[config.mk]
export PLATFORM = sky130hd
export DESIGN_NAME = pipelined_barrel_shifter_flat
export DESIGN_NICKNAME = d
export VERILOG_FILES = /design/src/rtl/pipelined_barrel_shifter_pkg.sv /design/src/rtl/pipelined_barrel_shifter_if.sv /design/src/rtl/pipelined_barrel_shifter_shift_stage.sv /design/src/rtl/pipelined_barrel_shifter.sv /design/src/flat_wrapper.sv
export SDC_FILE = /design/constraint.sdc
export NUM_CORES = 1
export LEC_CHECK = 0
export ABC_AREA = 1
export BUFFER_PORTS_ARGS = -buffer_cell sky130_fd_sc_hd__buf_2
export CAP_MARGIN = 20
export CORE_ASPECT_RATIO = 0.75
export CORE_MARGIN = 1.5
export CORE_UTILIZATION = 50
export DETAILED_ROUTE_END_ITERATION = 6
export PLACE_DENSITY = 0.68
export SYNTH_ARGS = -nofsm -noshare
export SYNTH_HDL_FRONTEND = slang
export SYNTH_SLANG_ARGS = --single-unit
export TNS_END_PERCENT = 5
[constraint.sdc]
create_clock -name clk -period 3.82 [get_ports clk]
set_input_delay 0.573 -clock clk [delete_from_list [all_inputs] [get_ports clk]]
set_output_delay 0.573 -clock clk [all_outputs]
set_load 0.02 [all_outputs]
[src/rtl/pipelined_barrel_shifter_pkg.sv]
// shifter_pkg: shift mode encoding and fill helper shared by the barrel shifter files
package shifter_pkg;
  typedef enum logic [1:0] {
    SHIFT_SLL = 2'b00,
    SHIFT_SRL = 2'b01,
    SHIFT_SRA = 2'b10,
    SHIFT_ROR = 2'b11
  } shift_mode_e;

  // Bit entering the MSB end on a right shift; SRA replicates the sign.
  function automatic logic right_fill(shift_mode_e mode, logic msb);
    return (mode == SHIFT_SRA) ? msb : 1'b0;
  endfunction
endpackage

[src/rtl/pipelined_barrel_shifter_if.sv]
// pipelined_barrel_shifter_if: valid/ready operand and result streams of the shifter
interface pipelined_barrel_shifter_if import shifter_pkg::*; #(
  parameter int WIDTH = 32
);
  localparam int LOG2W = $clog2(WIDTH);
  logic             in_valid;
  logic             in_ready;
  logic [WIDTH-1:0] in_data;
  logic [LOG2W-1:0] in_amount;
  shift_mode_e      in_mode;
  logic             out_valid;
  logic             out_ready;
  logic [WIDTH-1:0] out_data;
  logic             out_zero;
  modport slave (
    input  in_valid, in_data, in_amount, in_mode, out_ready,
    output in_ready, out_valid, out_data, out_zero
  );
  modport master (
    output in_valid, in_data, in_amount, in_mode, out_ready,
    input  in_ready, out_valid, out_data, out_zero
  );
endinterface

[src/rtl/pipelined_barrel_shifter_shift_stage.sv]
// shift_stage: one combinational 2^K step of the barrel shifter for all four modes
module shift_stage import shifter_pkg::*; #(
  parameter int WIDTH = 32,
  parameter int K     = 0
) (
  input  logic [WIDTH-1:0] data_i,
  input  logic             en_i,
  input  shift_mode_e      mode_i,
  output logic [WIDTH-1:0] data_o
);
  localparam int S = 1 << K;
  logic             fill;
  logic [WIDTH-1:0] sll, sr, ror;
  assign fill = right_fill(mode_i, data_i[WIDTH-1]);
  assign sll  = {data_i[WIDTH-S-1:0], {S{1'b0}}};
  assign sr   = {{S{fill}}, data_i[WIDTH-1:S]};
  assign ror  = {data_i[S-1:0], data_i[WIDTH-1:S]};
  always_comb data_o = !en_i ? data_i : (mode_i == SHIFT_SLL) ? sll : (mode_i == SHIFT_ROR) ? ror : sr;
endmodule

[src/rtl/pipelined_barrel_shifter.sv]
// pipelined_barrel_shifter: log-structured shifter, one register stage per amount bit,
// with a per-stage ready chain so bubbles collapse under downstream stall.
module pipelined_barrel_shifter import shifter_pkg::*; #(
  parameter int WIDTH = 32
) (
  input logic                         clk,
  input logic                         rst_n,
  pipelined_barrel_shifter_if.slave   sh
);
  localparam int LOG2W = $clog2(WIDTH);
  typedef struct packed {
    logic [WIDTH-1:0] data;
    logic [LOG2W-1:0] amount;
    shift_mode_e      mode;
  } stage_t;
  stage_t           pay_in [LOG2W];
  stage_t           pay_d  [LOG2W];
  stage_t           pay_q  [LOG2W];
  logic [LOG2W-1:0] v_q, v_in;
  logic [LOG2W:0]   r;
  logic             zero_q;
  for (genvar k = 0; k < LOG2W; k++) begin : g_stage
    logic [WIDTH-1:0] shifted;
    if (k == 0) begin : g_first
      assign pay_in[k] = '{data: sh.in_data, amount: sh.in_amount, mode: sh.in_mode};
      assign v_in[k]   = sh.in_valid;
    end else begin : g_next
      assign pay_in[k] = pay_q[k-1];
      assign v_in[k]   = v_q[k-1];
    end
    shift_stage #(.WIDTH(WIDTH), .K(k)) u_stage (
      .data_i (pay_in[k].data),
      .en_i   (pay_in[k].amount[k]),
      .mode_i (pay_in[k].mode),
      .data_o (shifted)
    );
    assign pay_d[k] = '{data: shifted, amount: pay_in[k].amount, mode: pay_in[k].mode};
  end
  always_comb begin
    r[LOG2W] = sh.out_ready;
    for (int i = LOG2W - 1; i >= 0; i--) r[i] = !v_q[i] || r[i+1];
  end
  always_ff @(posedge clk or negedge rst_n)
    if (!rst_n) begin
      v_q    <= '0;
      zero_q <= 1'b0;
      for (int i = 0; i < LOG2W; i++) pay_q[i] <= '0;
    end else begin
      for (int i = 0; i < LOG2W; i++)
        if (r[i]) begin
          v_q[i] <= v_in[i];
          if (v_in[i]) pay_q[i] <= pay_d[i];
        end
      if (r[LOG2W-1] && v_in[LOG2W-1]) zero_q <= (pay_d[LOG2W-1].data == '0);
    end
  assign sh.in_ready  = r[0];
  assign sh.out_valid = v_q[LOG2W-1];
  assign sh.out_data  = pay_q[LOG2W-1].data;
  assign sh.out_zero  = zero_q;
endmodule

[src/flat_wrapper.sv]
// flat-port wrapper written by rule: the top's interface ports become plain ports
module pipelined_barrel_shifter_flat import shifter_pkg::*;
#(
  parameter int WIDTH = 32
)
  (clk, rst_n, sh_in_valid, sh_in_data, sh_in_amount, sh_in_mode, sh_out_ready, sh_in_ready, sh_out_valid, sh_out_data, sh_out_zero);
  pipelined_barrel_shifter_if #(.WIDTH(WIDTH)) sh_i ();
  input logic clk;
  input logic rst_n;
  input wire logic [$bits(sh_i.in_valid)-1:0] sh_in_valid;
  input wire logic [$bits(sh_i.in_data)-1:0] sh_in_data;
  input wire logic [$bits(sh_i.in_amount)-1:0] sh_in_amount;
  input wire logic [$bits(sh_i.in_mode)-1:0] sh_in_mode;
  input wire logic [$bits(sh_i.out_ready)-1:0] sh_out_ready;
  output wire logic [$bits(sh_i.in_ready)-1:0] sh_in_ready;
  output wire logic [$bits(sh_i.out_valid)-1:0] sh_out_valid;
  output wire logic [$bits(sh_i.out_data)-1:0] sh_out_data;
  output wire logic [$bits(sh_i.out_zero)-1:0] sh_out_zero;
  assign sh_i.in_valid = sh_in_valid;
  assign sh_i.in_data = sh_in_data;
  assign sh_i.in_amount = sh_in_amount;
  assign sh_i.in_mode = sh_in_mode;
  assign sh_i.out_ready = sh_out_ready;
  assign sh_in_ready = sh_i.in_ready;
  assign sh_out_valid = sh_i.out_valid;
  assign sh_out_data = sh_i.out_data;
  assign sh_out_zero = sh_i.out_zero;
  pipelined_barrel_shifter #(.WIDTH(WIDTH)) u_core (.clk(clk), .rst_n(rst_n), .sh(sh_i));
endmodule
After elaboration in Yosys (flattened, before gate mapping) --
Cells that the tools add are included.
Word-level totals: logic and storage cells 71, output and inout bits 35, register bits after elaboration 194, input bits 43
Operators by class: reductions and logical operators 22, equality and inequality tests 10, multiplexer cells 20
Operators by type and width (number):
- $mux 32 | 15
- $logic_not 32->1 | 1
- $eq 2x2->1 const B | 10
- $logic_not 2->1 | 5
- $reduce_and 2->1 | 5
- $logic_not 1->1 | 5
- $logic_or 1x1->1 | 5
- $mux 1 | 5
- $logic_and 1x1->1 | 1

Longest topological paths before layout --
Gate-level depths: netlist of the first run.
depth in word-level cells 7, mapped depth 13, gate-level depth less buffers 12

Modules after synthesis --
Synthesis of the first run repeated with hierarchy kept, for this count alone.
Second synthesis, totals: cells, all modules 1696, area total of the unflattened synthesis 11333.4 µm²
By module, submodules not included:
- pipelined_barrel_shifter | cells an instance 815, area each 7225.7 µm², instances 1, seq. area each 4604.4 µm²
- shift_stage at u_core.g_stage[4].u_stage | cells an instance 163, area each 843.3 µm², instances 1, seq. area each 0.0 µm²
- shift_stage at u_core.g_stage[1].u_stage | cells an instance 180, area each 842.1 µm², instances 1, seq. area each 0.0 µm²
- shift_stage at u_core.g_stage[0].u_stage | cells an instance 179, area each 837.1 µm², instances 1, seq. area each 0.0 µm²
- shift_stage at u_core.g_stage[2].u_stage | cells an instance 181, area each 815.8 µm², instances 1, seq. area each 0.0 µm²
- shift_stage at u_core.g_stage[3].u_stage | cells an instance 178, area each 769.5 µm², instances 1, seq. area each 0.0 µm²

Least setup slack after synthesis of the first run --
No wires, ideal clock.
path type input -> output, start point input sh_out_ready, end point output sh_in_ready, path buffers 0, cell stages on the path 4, path slack 2094 ps, arrival 1153 ps, data required time 3247 ps, cells stage by stage nor2_2 -> nand4_1 -> nor2_1 -> inv_1
On the way: cells in the longest elaborated chain, start to end 5
Ends and longest elaborated chain:
- from (decl) | line flat_wrapper.sv:14 | input wire logic [$bits(sh_i.out_ready)-1:0] sh_out_ready;
- $logic_or 1x1->1 (5 in series) | line pipelined_barrel_shifter.sv:41 | for (int i = LOG2W - 1; i >= 0; i--) r[i] = !v_q[i] || r[i+1];
- to (decl) | line flat_wrapper.sv:15 | output wire logic [$bits(sh_i.in_ready)-1:0] sh_in_ready;
No other way between the ends.

Final worst setup path of the first run --
start point register u_core.v_q[4], end point output sh_in_ready
On the way: cells in the longest elaborated chain, start to end 6
Ends and longest elaborated chain:
- from (decl) | line pipelined_barrel_shifter.sv:19 | logic [LOG2W-1:0] v_q, v_in;
- from (signal, indexed assignment) | line pipelined_barrel_shifter.sv:51 | v_q[i] <= v_in[i];
- $logic_not 1->1 | line pipelined_barrel_shifter.sv:41
- $logic_or 1x1->1 (5 in series) | line pipelined_barrel_shifter.sv:41
No other way between the ends.

==> implementation parameters, run 1 <==
Parameter                              Value

Outcome
  Run status    completed

Route
  Wire length the detailed router placed on met1    12,500 um
  Routed length per placed instance    16.2 um
  Vias/cell    5.66
  Number of nets with antenna violations after detailed routing    0
  Wire length on met2    10,800 um
  Highest metal layer used by the detailed router    met4
  DRC errors left    0
  Wire length on met3    1950 um
  DRC marker count from the first detailed-route iteration    968
  Total via count in the routed design    8,925
  Routed WL    25,500 um
  First-pass iteration count of the detailed router    5

Pwr
  Internal power summed over all cells    4.80 mW
  Share of total power in the clock network    22.7%
  Peak supply drop    0.000530 V
  Combinational share of power    39.3%
  Power per cell area    777 nW/um^2
  Leakage power figure    5.17 nW
  Sequential share of power    38.0%
  Switch share    42.8%
  Switch Pwr    3.60 mW

Clock network
  Register clock-pin slew on the reported worst setup and hold paths    70 ps
  Sink count of the clock tree    184
  Number of buffers inserted for hold repair after clock tree synthesis    0
  CTS Root Cell    sky130_fd_sc_hd__clkbuf_16
  Count of cells resized by post-cts repair    0
  Total CTS buffers    17
  CTS HTree Levels    4
  Post-CTS setup buffer count    0
  CTS tree    built
  Clock latency on the worst-skew pair    440 ps
  CTS max path bufs    2

Placement
  Worst Setup Slack post-DPL    1390 ps
  Port Buffers    77
  HPWL Detailed    18,000 um
  GPL Wtd Cong    0.877

Timing
  Maximum clock frequency    449 MHz
  Final setup violating endpoints    0
  Relative slew margins    36.8%
  Sum of negative setup slack    0 ps
  Final clock period utilization by the worst path    58.4%
  Max-slew violation count    0
  Post-route setup slack    1590 ps
  Post-layout min period    2230 ps
  Number of endpoints with negative hold slack in the final report    0
  Slew at the pin with the worst max-slew slack    947 ps
  Setup repair after global routing missed its margin    no
  Largest clock skew in the final design    8.89 ps

Critical path
  Total buffers and inverters traversed by the critical path    3
  Critical path's top delay family    simple AND/OR/NAND/NOR gates
  Critical Path Fanout Max    4
  Kind of critical path    flip-flop to output pin
  Setup crit start kind    flip-flop
  Sort of element at the end of the critical path    output pin
  Most frequent cell on the critical path    sky130_fd_sc_hd__inv_1
  Worst path arrival time    1660 ps
  Crit path largest cell delay    350 ps
  Critical-path cell with the highest stage delay    sky130_fd_sc_hd__dfrtp_1
  Cell-by-cell listing of the critical path    inv_1 -> nor2_2 -> nand4_1 -> nor2_1 -> inv_1 -> buf_2
  Required time of the critical path    3250 ps

Final layout
  Core utilization of the finished layout    57.7%
  Share of cells above drive strength 1    10.8%
  Final-layout fill cell count    1,731
  Area taken by flip-flops and latches    4600 um^2
  Growth of design area from synthesis to finish    11.9%
  Most used cells in the layout excluding fill and tap cells    sky130_fd_sc_hd__nand2_1 (290), sky130_fd_sc_hd__o21ai_0 (196), sky130_fd_sc_hd__dfrtp_1 (184)
  Net count of the finished layout    1,359
  Area of combinational cells with multiple inputs    4140 um^2
  Antenna Cells    0
  Most common cell after layout, fill and taps aside    sky130_fd_sc_hd__nand2_1

Die
  Cell row count    43
  DIE AREA    20,200 um^2
  Number of I/O pins    78
  Core area    18,700 um^2
  Die width    163 um
  Effective utilization at floorplan    51.6%
  Height of the die    123 um

Min path
  Tightest Hold Check Type    primary input to asynchronous set/reset pin

Yosys
  Post-Syn Area per Cell    7.50 um^2
  Cell types occupying the most area after synthesis    sky130_fd_sc_hd__dfrtp_1 (48%), sky130_fd_sc_hd__nand2_1 (11%), sky130_fd_sc_hd__o21ai_0 (10%)
  Sequential-to-total area share from yosys stat    47.7%
  Post-synth top area cell    sky130_fd_sc_hd__dfrtp_1
  Count of unique library cells instantiated by Yosys    26
  Mapped Cells    1,288
  Yosys top cell area share    47.7%
  Cell Area, Synth    9650 um^2
  Syn Nets    1,331
  Yosys reg bits    184
  Warnings from Yosys    0

Global route
  Global-route wire length before repair    41,300 um
  Tot GR Track Use    26.2%
  Initial antenna violation count    0
  Number of global-route vias before repair    8,010
  Maximum number of pins on one net before global-route repair    78
  Overflow after GRT    0

Job
  Max Cap Viol    0
## final cells by class
class	instances	area share [%]
sequential	184	42.6
multi-input combinational	871	38.3
timing repair buffer	95	5.18
inverter	147	5.11
clock buffer	18	4.07
tap	247	2.86
clock inverter	14	1.83
## power by group through the flow
stage	sequential [mW]	clock, mW	combinational, mW
floorplan	3.24	0	2.15
global placement	3.20	0	3.16
detailed placement	3.20	0	3.22
CTS	3.17	1.92	3.24
global route	3.27	2.01	3.70
finish	3.19	1.91	3.30
## through the flow
| stage | power [mW] | cell area (um^2) | hold slack (ps) | std cells |
|---|---|---|---|---|
| after floorplan | 5.39 | 9650 | 277 | 1288 |
| after global placement | 6.36 | 10100 | 459 | 1543 |
| after detailed placement | 6.42 | 10100 | 462 | 1543 |
| after CTS | 8.33 | 10800 | 202 | 1575 |
| after global routing | 8.98 | 10800 | 222 | 1576 |
| final | 8.40 | 10800 | 166 | 1576 |
## cells by family after synthesis
logic type | share of synthesized area, %
buffers and inverters | 9.51
AO/OA/AOI/OAI | 27.2
AND/OR/NAND/NOR | 15.6
flip-flops | 47.7
## registers in the layout, summed over array words and instances (netlist names)
signal,cells
u_core.pay_in,128
u_core.pay_d,18
u_core.v_q,5
u_core.sh.out_data,32
u_core.sh.out_zero,1
## final timing paths
check | startpoint | end | slack (ps) | depth (start not counted)
max | u_core.v_q[4] | sh_in_ready | 1590 | 6
min | rst_n | u_core.pay_d[118] | 170 | 1
max reg2reg | u_core.pay_d[6] | u_core.sh.out_zero | 1650 | 11
min reg2reg | u_core.sh.out_data[12] | u_core.sh.out_data[12] | 470 | 2
max in group asynchronous | rst_n | u_core.pay_in[69] | 2780 | 2
min in group clk | sh_in_amount[1] | u_core.pay_d[120] | 330 | 3
## worst register-to-register path, delay by kind of cell (launching register included)
kind | cells | cell delay [ps]
flip-flops | 1 | 330
buffers and inverters | 2 | 550
AND/OR/NAND/NOR | 9 | 1250
## routing by layer
metal  vias up  global-route usage [%]
met3        18                    5.60
met4         0                    5.74
li1       4344                       -
met5         -                       0
met2       276                    37.4
met1      4287                    40.4
## Yosys cell counts
cell type / count
sky130_fd_sc_hd__nand2_1: 290
sky130_fd_sc_hd__buf_2: 11
sky130_fd_sc_hd__nor2_1: 75
sky130_fd_sc_hd__a21oi_1: 130
sky130_fd_sc_hd__dfrtp_1: 184
sky130_fd_sc_hd__inv_1: 140
sky130_fd_sc_hd__buf_4: 2
sky130_fd_sc_hd__nand3_1: 14
sky130_fd_sc_hd__nor2_2: 3
sky130_fd_sc_hd__a31oi_2: 1
sky130_fd_sc_hd__clkbuf_1: 64
sky130_fd_sc_hd__o21ai_0: 196
sky130_fd_sc_hd__o221ai_1: 11
sky130_fd_sc_hd__nor2_4: 1
sky130_fd_sc_hd__clkinv_1: 1
sky130_fd_sc_hd__o22ai_1: 33
sky130_fd_sc_hd__inv_2: 6
sky130_fd_sc_hd__o21ai_1: 60
sky130_fd_sc_hd__a22oi_1: 27
sky130_fd_sc_hd__buf_6: 3
sky130_fd_sc_hd__nand4_1: 2
sky130_fd_sc_hd__nor3_1: 1
sky130_fd_sc_hd__a31oi_1: 4
sky130_fd_sc_hd__o211ai_1: 20
sky130_fd_sc_hd__nand2_2: 3
sky130_fd_sc_hd__buf_1: 6
Note: power is estimated with default switching activity, not from simulation.
==> run 2: changes to the inputs <==
==> constraint.sdc (replaced) <==
create_clock -name clk -period 2.2 [get_ports clk]
set_input_delay 0.33 -clock clk [delete_from_list [all_inputs] [get_ports clk]]
set_output_delay 0.33 -clock clk [all_outputs]
set_load 0.02 [all_outputs]
==> run 2 against run 1 <==
  * Clock power is 60% higher
  * First-iteration DRC count is 14% higher
  * Final area rose by 0.52%
  * Critical path depth did not move
  * Routed wire length down 0.61%
  * Combinational power grew 73%
  * Clock skew rose by 4.0 ps
  * Global-route usage grew 0.38 points
  * Critical path type unchanged
  * Highest routed layer unchanged
==> implementation parameters, run 2 (synthesis gave the netlist of run 1 again) <==
Parameter                              Value

Critical path
  Critical Path Fanout Max    4 (unchanged)
  Worst-case register-to-register setup slack    360 ps (was 1650 ps)
  Required time of the critical path    1870 ps (was 3250 ps)
  Worst path arrival time    1620 ps (was 1660 ps)
  Setup crit start kind    flip-flop (unchanged)
  Most frequent cell on the critical path    sky130_fd_sc_hd__inv_1 (unchanged)
  Critical-path cell with the highest stage delay    sky130_fd_sc_hd__dfrtp_1 (unchanged)
  Sort of element at the end of the critical path    output pin (unchanged)
  Cell-by-cell listing of the critical path    inv_1 -> nor2_2 -> nand4_1 -> nor2_1 -> inv_1 -> buf_2 (unchanged)
  Crit path largest cell delay    340 ps (was 350 ps)
  Kind of critical path    flip-flop to output pin (unchanged)

Route
  DRC marker count from the first detailed-route iteration    1,100 (was 968)
  Routed length per placed instance    15.9 um (was 16.2 um)
  Total via count in the routed design    8,954 (was 8,925)
  First-pass iteration count of the detailed router    6 (was 5)
  Number of nets with antenna violations after detailed routing    0 (unchanged)
  DRC errors left    0 (unchanged)
  Routed WL    25,300 um (was 25,500 um)
  Vias/cell    5.64 (was 5.66)

Clock network
  Count of cells resized by post-cts repair    0 (unchanged)
  CTS HTree Levels    4 (unchanged)
  Clock latency on the worst-skew pair    440 ps (about the same)
  Post-CTS setup buffer count    0 (unchanged)
  CTS max path bufs    2 (unchanged)
  Total CTS buffers    17 (unchanged)
  CTS Root Cell    sky130_fd_sc_hd__clkbuf_16 (unchanged)
  Number of buffers inserted for hold repair after clock tree synthesis    1 (was 0)
  Register clock-pin slew on the reported worst setup and hold paths    70 ps (about the same)
  Sink count of the clock tree    184 (unchanged)
  CTS tree    built (unchanged)

Final layout
  Fin area    10,900 um^2 (was 10,800 um^2)
  Core utilization of the finished layout    58.0% (was 57.7%)
  Most common cell after layout, fill and taps aside    sky130_fd_sc_hd__nand2_1 (unchanged)
  Antenna Cells    0 (unchanged)
  Max FFs per register    128 (unchanged)
  Non-filler instance count after layout    1,588 (was 1,576)
  Net count of the finished layout    1,371 (was 1,359)
  Share of cells above drive strength 1    11.4% (was 10.8%)
  Growth of design area from synthesis to finish    12.5% (was 11.9%)
  Most used cells in the layout excluding fill and tap cells    sky130_fd_sc_hd__nand2_1 (290), sky130_fd_sc_hd__o21ai_0 (196), sky130_fd_sc_hd__dfrtp_1 (184) (unchanged)

Timing
  Relative slew margins    49.6% (was 36.8%)
  Post-layout min period    1950 ps
  Sum of negative setup slack    0 ps (unchanged)
  Maximum clock frequency    512 MHz
  Max-slew violation count    0 (unchanged)
  Final setup violating endpoints    0 (unchanged)
  Final clock period utilization by the worst path    88.7%
  Largest clock skew in the final design    12.9 ps (was 8.89 ps)
  Setup repair after global routing missed its margin    no (unchanged)
  Number of endpoints with negative hold slack in the final report    0 (unchanged)
  Slew at the pin with the worst max-slew slack    755 ps (was 947 ps)

Pwr
  Power after layout    14.3 mW (was 8.40 mW)
  Sequential share of power    38.5% (was 38.0%)
  Combinational share of power    40.1% (was 39.3%)
  Peak supply drop    0.000992 V (was 0.000530 V)
  Share of total power in the clock network    21.4% (was 22.7%)
  Leakage power figure    5.21 nW (was 5.17 nW)
  Internal power summed over all cells    8.07 mW (was 4.80 mW)
  Power per cell area    1310 nW/um^2 (was 777 nW/um^2)
  Switch share    43.4% (was 42.8%)
  Switch Pwr    6.18 mW (was 3.60 mW)

Die
  Die width    163 um (unchanged)
  Cell row count    43 (unchanged)
  Effective utilization at floorplan    51.6% (unchanged)
  DIE AREA    20,200 um^2 (unchanged)
  Height of the die    123 um (unchanged)
  Core area    18,700 um^2 (unchanged)
  Number of I/O pins    78 (unchanged)

Placement
  Number of instances in the placed design    1,554 (was 1,543)
  Port Buffers    77 (unchanged)
  Post-Place Cell Area    10,200 um^2 (was 10,100 um^2)
  HPWL Detailed    17,900 um (was 18,000 um)
  GPL Wtd Cong    0.876 (was 0.877)

Job
  Max Cap Viol    0 (unchanged)

Global route
  Initial antenna violation count    0 (unchanged)
  Maximum number of pins on one net before global-route repair    66 (was 78)
  Number of global-route vias before repair    8,000 (was 8,010)
  Global-route wire length before repair    41,800 um (was 41,300 um)
  Tot GR Track Use    26.6% (was 26.2%)
  Overflow after GRT    0 (unchanged)

Outcome
  Run status    completed (unchanged)

Min path
  Tightest Hold Check Type    primary input to flip-flop (was primary input to asynchronous set/reset pin)
[run 2: power groups by stage]
stage,clock [mW],combinational (mW),sequential (mW)
global placement,0,5.55,5.50
detailed placement,0,5.62,5.51
finish,3.06,5.72,5.48
global route,3.23,6.46,5.63
floorplan,0,3.73,5.62
CTS,3.10,5.65,5.46
[run 2: path summary, 6_finish.rpt]
path / startpoint / to / depth (start not counted)
max: u_core.v_q[4] / sh_in_ready / 6
max reg2reg: u_core.pay_d[0] / u_core.sh.out_zero / 9
min: sh_in_amount[3] / u_core.pay_d[122] / 3
max in group asynchronous: rst_n / u_core.sh.out_data[24] / 3
min in group asynchronous: rst_n / u_core.pay_in[154] / 2
min reg2reg: u_core.sh.out_data[5] / u_core.sh.out_data[5] / 2
[run 2: cell type report]
cell class	count	area, um^2
fillers	1787	7860
flip-flops and latches	184	4600
multi-input cells	871	4140
repair buffers	107	669
inverters	147	552
clock buffers	21	470
well taps	247	309
clock inverters	11	113
[run 2: worst max-delay path, delay by kind of cell (launching register included)]
family / cells / cell delay, ps
AND/OR/NAND/NOR: 3 / 540
flip-flops: 1 / 340
buffers and inverters: 3 / 310
[run 2: per-stage QoR]
step,worst slack [ps],hold WS (ps)
after floorplan,690,34.4
after global placement,150,342
after detailed placement,70.9,342
after CTS,51.9,85.7
after global routing,87.6,94.0
final,248,94.9
[run 2: routing by layer]
layer / track usage [%] / wire length, um
met1: 42.5 / 13000
met2: 36.7 / 10500
met3: 5.47 / 1640
met4: 5.00 / 159
met5: 0 / 0
